--- src/rtl/ucca_return_monitor_pkg.sv ---
// rtl/ucca_return_monitor_pkg.sv - shared state encoding, violation codes and defaults
package ucca_return_monitor_pkg;

  typedef enum logic [1:0] {
    ST_IDLE = 2'b00,
    ST_RUN  = 2'b01,
    ST_SUSP = 2'b10,
    ST_KILL = 2'b11
  } ucca_state_e;

  localparam logic [2:0] VC_NONE       = 3'd0;
  localparam logic [2:0] VC_BAD_ENTRY  = 3'd1;
  localparam logic [2:0] VC_BAD_EXIT   = 3'd2;
  localparam logic [2:0] VC_BAD_RESUME = 3'd3;
  localparam logic [2:0] VC_BAD_RANGE  = 3'd4;

  localparam logic [15:0] RESET_HANDLER_DEFAULT = 16'h0000;

endpackage

--- src/rtl/ucca_return_monitor_reset_hold.sv ---
// rtl/ucca_return_monitor_reset_hold.sv - held reset request with minimum-duration down-counter
module ucca_reset_hold #(
  parameter int HOLD_CYCLES = 4
) (
  input  logic clk,
  input  logic system_reset,
  input  logic hold_load,
  input  logic hold_release,
  output logic reset_req,
  output logic hold_done
);

  localparam logic [15:0] LOAD_VAL = 16'(HOLD_CYCLES - 1);

  logic [15:0] hold_cnt_q, hold_cnt_d;
  logic        reset_req_q, reset_req_d;

  always_comb begin
    hold_cnt_d  = hold_cnt_q;
    reset_req_d = reset_req_q;
    if (hold_load) begin
      hold_cnt_d  = LOAD_VAL;
      reset_req_d = 1'b1;
    end else if (hold_release) begin
      reset_req_d = 1'b0;
    end else if (reset_req_q && hold_cnt_q != 16'd0) begin
      // counts only while the request is held, saturating at zero
      hold_cnt_d = hold_cnt_q - 16'd1;
    end
  end

  always_ff @(posedge clk) begin
    if (system_reset) begin
      hold_cnt_q  <= 16'd0;
      reset_req_q <= 1'b0;
    end else begin
      hold_cnt_q  <= hold_cnt_d;
      reset_req_q <= reset_req_d;
    end
  end

  assign reset_req = reset_req_q;
  assign hold_done = (hold_cnt_q == 16'd0);

endmodule

--- src/rtl/ucca_return_monitor.sv ---
// rtl/ucca_return_monitor.sv - UCC control-flow integrity enforcement: entry, exit and IRQ resume checks
module ucca_return_monitor
  import ucca_return_monitor_pkg::*;
#(
  parameter logic [15:0] RESET_HANDLER = RESET_HANDLER_DEFAULT,
  parameter int          HOLD_CYCLES   = 4
) (
  input  logic        clk,
  input  logic        system_reset,
  input  logic [15:0] pc,
  input  logic [15:0] ucc_min,
  input  logic [15:0] ucc_max,
  input  logic        outside_ucc,
  input  logic        irq_jmp,
  output logic        reset_req,
  output logic [2:0]  violation_code,
  output logic [15:0] saved_pc
);

  ucca_state_e state_q, state_d;
  logic [2:0]  code_q, code_d;
  logic [15:0] saved_pc_q, saved_pc_d;
  logic [15:0] pc_prev_q;
  logic        in_ucc;
  logic        kill;
  logic [2:0]  kill_code;
  logic        hold_release;
  logic        hold_done;

  assign in_ucc = !outside_ucc;

  always_comb begin
    state_d      = state_q;
    code_d       = code_q;
    saved_pc_d   = saved_pc_q;
    kill         = 1'b0;
    kill_code    = VC_NONE;
    hold_release = 1'b0;
    if (state_q != ST_KILL && ucc_min > ucc_max) begin
      kill      = 1'b1;
      kill_code = VC_BAD_RANGE;
    end else begin
      unique case (state_q)
        ST_IDLE: begin
          if (in_ucc) begin
            if (pc == ucc_min) begin
              state_d = ST_RUN;
            end else begin
              kill      = 1'b1;
              kill_code = VC_BAD_ENTRY;
            end
          end
        end
        ST_RUN: begin
          // the interrupted instruction is the one retired last cycle
          if (irq_jmp) begin
            state_d    = ST_SUSP;
            saved_pc_d = pc_prev_q;
          end else if (outside_ucc) begin
            if (pc_prev_q == ucc_max) begin
              state_d = ST_IDLE;
            end else begin
              kill      = 1'b1;
              kill_code = VC_BAD_EXIT;
            end
          end
        end
        ST_SUSP: begin
          if (in_ucc && !irq_jmp) begin
            if (pc == saved_pc_q) begin
              state_d = ST_RUN;
            end else begin
              kill      = 1'b1;
              kill_code = VC_BAD_RESUME;
            end
          end
        end
        ST_KILL: begin
          if (hold_done && pc == RESET_HANDLER) begin
            state_d      = ST_IDLE;
            hold_release = 1'b1;
          end
        end
        default: state_d = ST_IDLE;
      endcase
    end
    if (kill) begin
      state_d = ST_KILL;
      if (code_q == VC_NONE) begin
        code_d = kill_code;
      end
    end
  end

  always_ff @(posedge clk) begin
    if (system_reset) begin
      state_q    <= ST_IDLE;
      code_q     <= VC_NONE;
      saved_pc_q <= 16'd0;
      pc_prev_q  <= 16'd0;
    end else begin
      state_q    <= state_d;
      code_q     <= code_d;
      saved_pc_q <= saved_pc_d;
      pc_prev_q  <= pc;
    end
  end

  ucca_reset_hold #(
    .HOLD_CYCLES (HOLD_CYCLES)
  ) u_reset_hold (
    .clk          (clk),
    .system_reset (system_reset),
    .hold_load    (kill),
    .hold_release (hold_release),
    .reset_req    (reset_req),
    .hold_done    (hold_done)
  );

  assign violation_code = code_q;
  assign saved_pc       = saved_pc_q;

endmodule

--- config.mk ---
export PLATFORM = sky130hd
export DESIGN_NAME = ucca_return_monitor
export DESIGN_NICKNAME = d
export VERILOG_FILES = /design/src/rtl/ucca_return_monitor_pkg.sv /design/src/rtl/ucca_return_monitor_reset_hold.sv /design/src/rtl/ucca_return_monitor.sv
export SDC_FILE = /design/constraint.sdc
export NUM_CORES = 1
export LEC_CHECK = 0
export BUFFER_PORTS_ARGS = -buffer_cell sky130_fd_sc_hd__buf_4
export CAP_MARGIN = 20
export CORE_ASPECT_RATIO = 2
export CORE_UTILIZATION = 54
export DETAILED_ROUTE_END_ITERATION = 10
export PLACE_DENSITY_LB_ADDON = 0.1
export SYNTH_ARGS = -nofsm -noshare
export SYNTH_HDL_FRONTEND = slang
export SYNTH_HIERARCHICAL = 1
export SYNTH_SLANG_ARGS = --single-unit
export TNS_END_PERCENT = 100
--- constraint.sdc ---
create_clock -name clk -period 3.65 [get_ports clk]
set_input_delay 0.1825 -clock clk [delete_from_list [all_inputs] [get_ports clk]]
set_output_delay 0.1825 -clock clk [all_outputs]
set_load 0.005 [all_outputs]
==> flow_summary.ini <==
[run_status]
status = finished, final reports clean

[global_routing]
grt_pass1_wl_mm = 14.5
grt_pass1_vias = 2966
grt_max_degree = 46
grt_usage_pct = 30.2
grt_overflow = 0
antenna_found_initial = 0

[yosys]
async_reset_ff_share_pct = 0
synth_most_common_cell = dfxtp_1
syn_nets = 425
syn_inst = 356
synth-seq-cells = 54
yosys.area.top_type_share_pct = 33.8
yosys_warnings = 6
yosysTopAreaCell = dfxtp_1
synth_cell_types = 61
synthesis.area_um2 = 3200
yosysSeqAreaShare_pct = 33.8
netlist_top_cells_count = dfxtp_1, xnor2_1, nor2_1
synth_edf_count = 0
postSynthAreaPerCell_um2 = 9.00
synth_top_flop_cell = dfxtp_1
synth_area_leaders = dfxtp_1, xnor2_1, ha_1

[die]
num_io_pins = 72
die_y_um = 111
die_area_um2 = 6260
start_util_pct = 56.1
std_cell_rows = 39
die_w_um = 56.5
core-area_um2 = 5710

[setup_path]
slowest_stage = nor3b_1
cp-endpoint = u_reset_hold/hold_cnt_q[1]
r2r_start = u_reset_hold/hold_cnt_q[0]
critical_path_arrival_ns = 3.42
endpoint_kind = register
ff2ff_path_depth = 11
cp_slowest_stage_delay_ns = 0.39
cp-start-kind = register
r2r_slack_ns = 0.41
cp_cell_sequence = inv_1 > ha_1 > nor3b_1 > nand4_2 > inv_2 > nor4b_1 > nand4_1 > nor3_2 > nand2b_1 > nor2_2 > a311oi_1
path_max_fanout = 14
regToRegEndpoint = u_reset_hold/hold_cnt_q[1]
critPathKind = reg2reg
startpoint = u_reset_hold/hold_cnt_q[0]
required_ns = 3.84

[timing]
fmax_mhz = 309
worstMarginPinSlew_ns = 0.630
finalCriticalPeriod_ns = 3.24
hold_viol = 0
slew_headroom_pct = 58.0
fin_crit_sh_pct = 88.7
fin_setup_tns_ns = 0
maxSlewViolCount = 0
clock-skew-final_ns = 0.00342
setup_viol = 0
rsz0062_at_grt = false

[clock_network]
clkTransAtPathRegs_ns = 0.07
cts_sinks = 54
post_cts_buffers = 0
ctsResizeCount = 0
clock_latency_ns = 0.29
cts_hold_buf = 0
cts_root_buf = clkbuf_16
htreeDepth = 2
cts_tree = done
clock_path_buffers = 2
cts_made_buffers = 5

[drt]
drcViolationCount = 0
drt-wirelength-per-cell_um = 18.6
ant_nets = 0
first_pass_iters = 5
drt_iter0_drc = 147
wl_mm = 9.10
vias_per_cell = 6.02
vias = 2936

[finish]
antenna_cells = 0
finish.utilization_pct = 69.1
stdcell_count = 488
area_growth_pct = 23.1
fin_nets = 495
layout-drive-gt1-share_pct = 23.0

[pwr]
ir_drop_v = 0.000531
p_leak_nw = 1.77
cellPowerDensity_nw_per_um2 = 424

[placement]
dp.cells = 479
portBuffers = 71
hpwl_mm = 7.10
gp_congestion = 0.920

[run]
cap_violations = 0

[min_path]
hold_path_class = in2reg
critical path: cells and delay by family (launching register included):
| kind | cells | cell delay, ns |
|---|---|---|
| AO/OA/AOI/OAI | 1 | 0.33 |
| adder cells (fa/ha/maj) | 1 | 0.16 |
| buffers and inverters | 2 | 0.35 |
| flip-flops | 1 | 0.34 |
| AND/OR/NAND/NOR | 7 | 1.93 |
worst min-delay path by stage:
stage,start,to,slack [ns],cells past startpoint
CTS,pc[1],pc_prev_q[1],0.14,2
global placement,pc[0],pc_prev_q[0],0.44,2
finish,pc[0],pc_prev_q[0],0.14,2
floorplan,system_reset,u_reset_hold/reset_req,0.25,1
global route,pc[0],pc_prev_q[0],0.15,2
detailed placement,pc[0],pc_prev_q[0],0.44,2
state kept, by name (all words and copies together) (netlist names):
| signal | flops |
|---|---|
| pc_prev_q | 16 |
| saved_pc | 16 |
| state_q | 2 |
| u_reset_hold/hold_cnt_q | 16 |
| u_reset_hold/reset_req | 1 |
| violation_code | 3 |
power by group:
part / switching [mW] / leakage [nW] / internal, mW
Sequential: 0.0442 / 0.442 / 0.627
Combinational: 0.265 / 1.24 / 0.198
Clock: 0.216 / 0.0836 / 0.321
logic make-up after synthesis:
group           synth area share (%)
mux                             5.31
xor+xnor                        13.1
fa+ha+maj                       6.64
simple gates                    24.6
compound gates                  11.8
flops                           33.8
buf+inv                         4.73
placed cells by master, fill, tap and decap left out, types with 3 or more instances in the layout:
master / n
mux2i_1: 17
or3_1: 8
or4_1: 6
xor2_1: 16
nand4_1: 16
o21ai_0: 7
nor2b_1: 18
a31oi_1: 3
buf_4: 72
clkbuf_16: 5
o21a_1: 3
inv_1: 22
nand2_1: 12
nor3_1: 3
o31ai_1: 3
ha_1: 17
nand3_1: 5
nor2_1: 28
nand2b_1: 4
a21oi_1: 17
dfxtp_1: 54
xnor2_1: 32
nor4_1: 13
routing by layer:
layer / vias to the layer above / GRT usage (%) / wire [µm]
met5: - / 0 / 0
met4: 0 / 15.4 / 404
met3: 26 / 4.55 / 263
met2: 84 / 58.0 / 5160
met1: 1394 / 29.4 / 3270
li1: 1432 / - / -
through the flow:
| step | hold slack (ns) | instance area (µm²) | setup WS [ns] | total power, mW |
|---|---|---|---|---|
| floorplan | 0.252 | 3200 | 1.09 | 0.987 |
| global placement | 0.442 | 3760 | 0.284 | 1.13 |
| detailed placement | 0.444 | 3760 | 0.321 | 1.13 |
| CTS | 0.141 | 3920 | 0.328 | 1.67 |
| global route | 0.150 | 3940 | 0.183 | 1.75 |
| finish | 0.142 | 3940 | 0.411 | 1.67 |
cell type report:
class	instances	area, µm²
clock inverter	3	40.0
clock buffer	5	125
fill	478	1770
tap	61	76.3
multi-input combinational	269	1980
timing repair buffer	73	556
sequential	54	1080
inverter	23	86.3
Power figures use the tool's default switching activity.
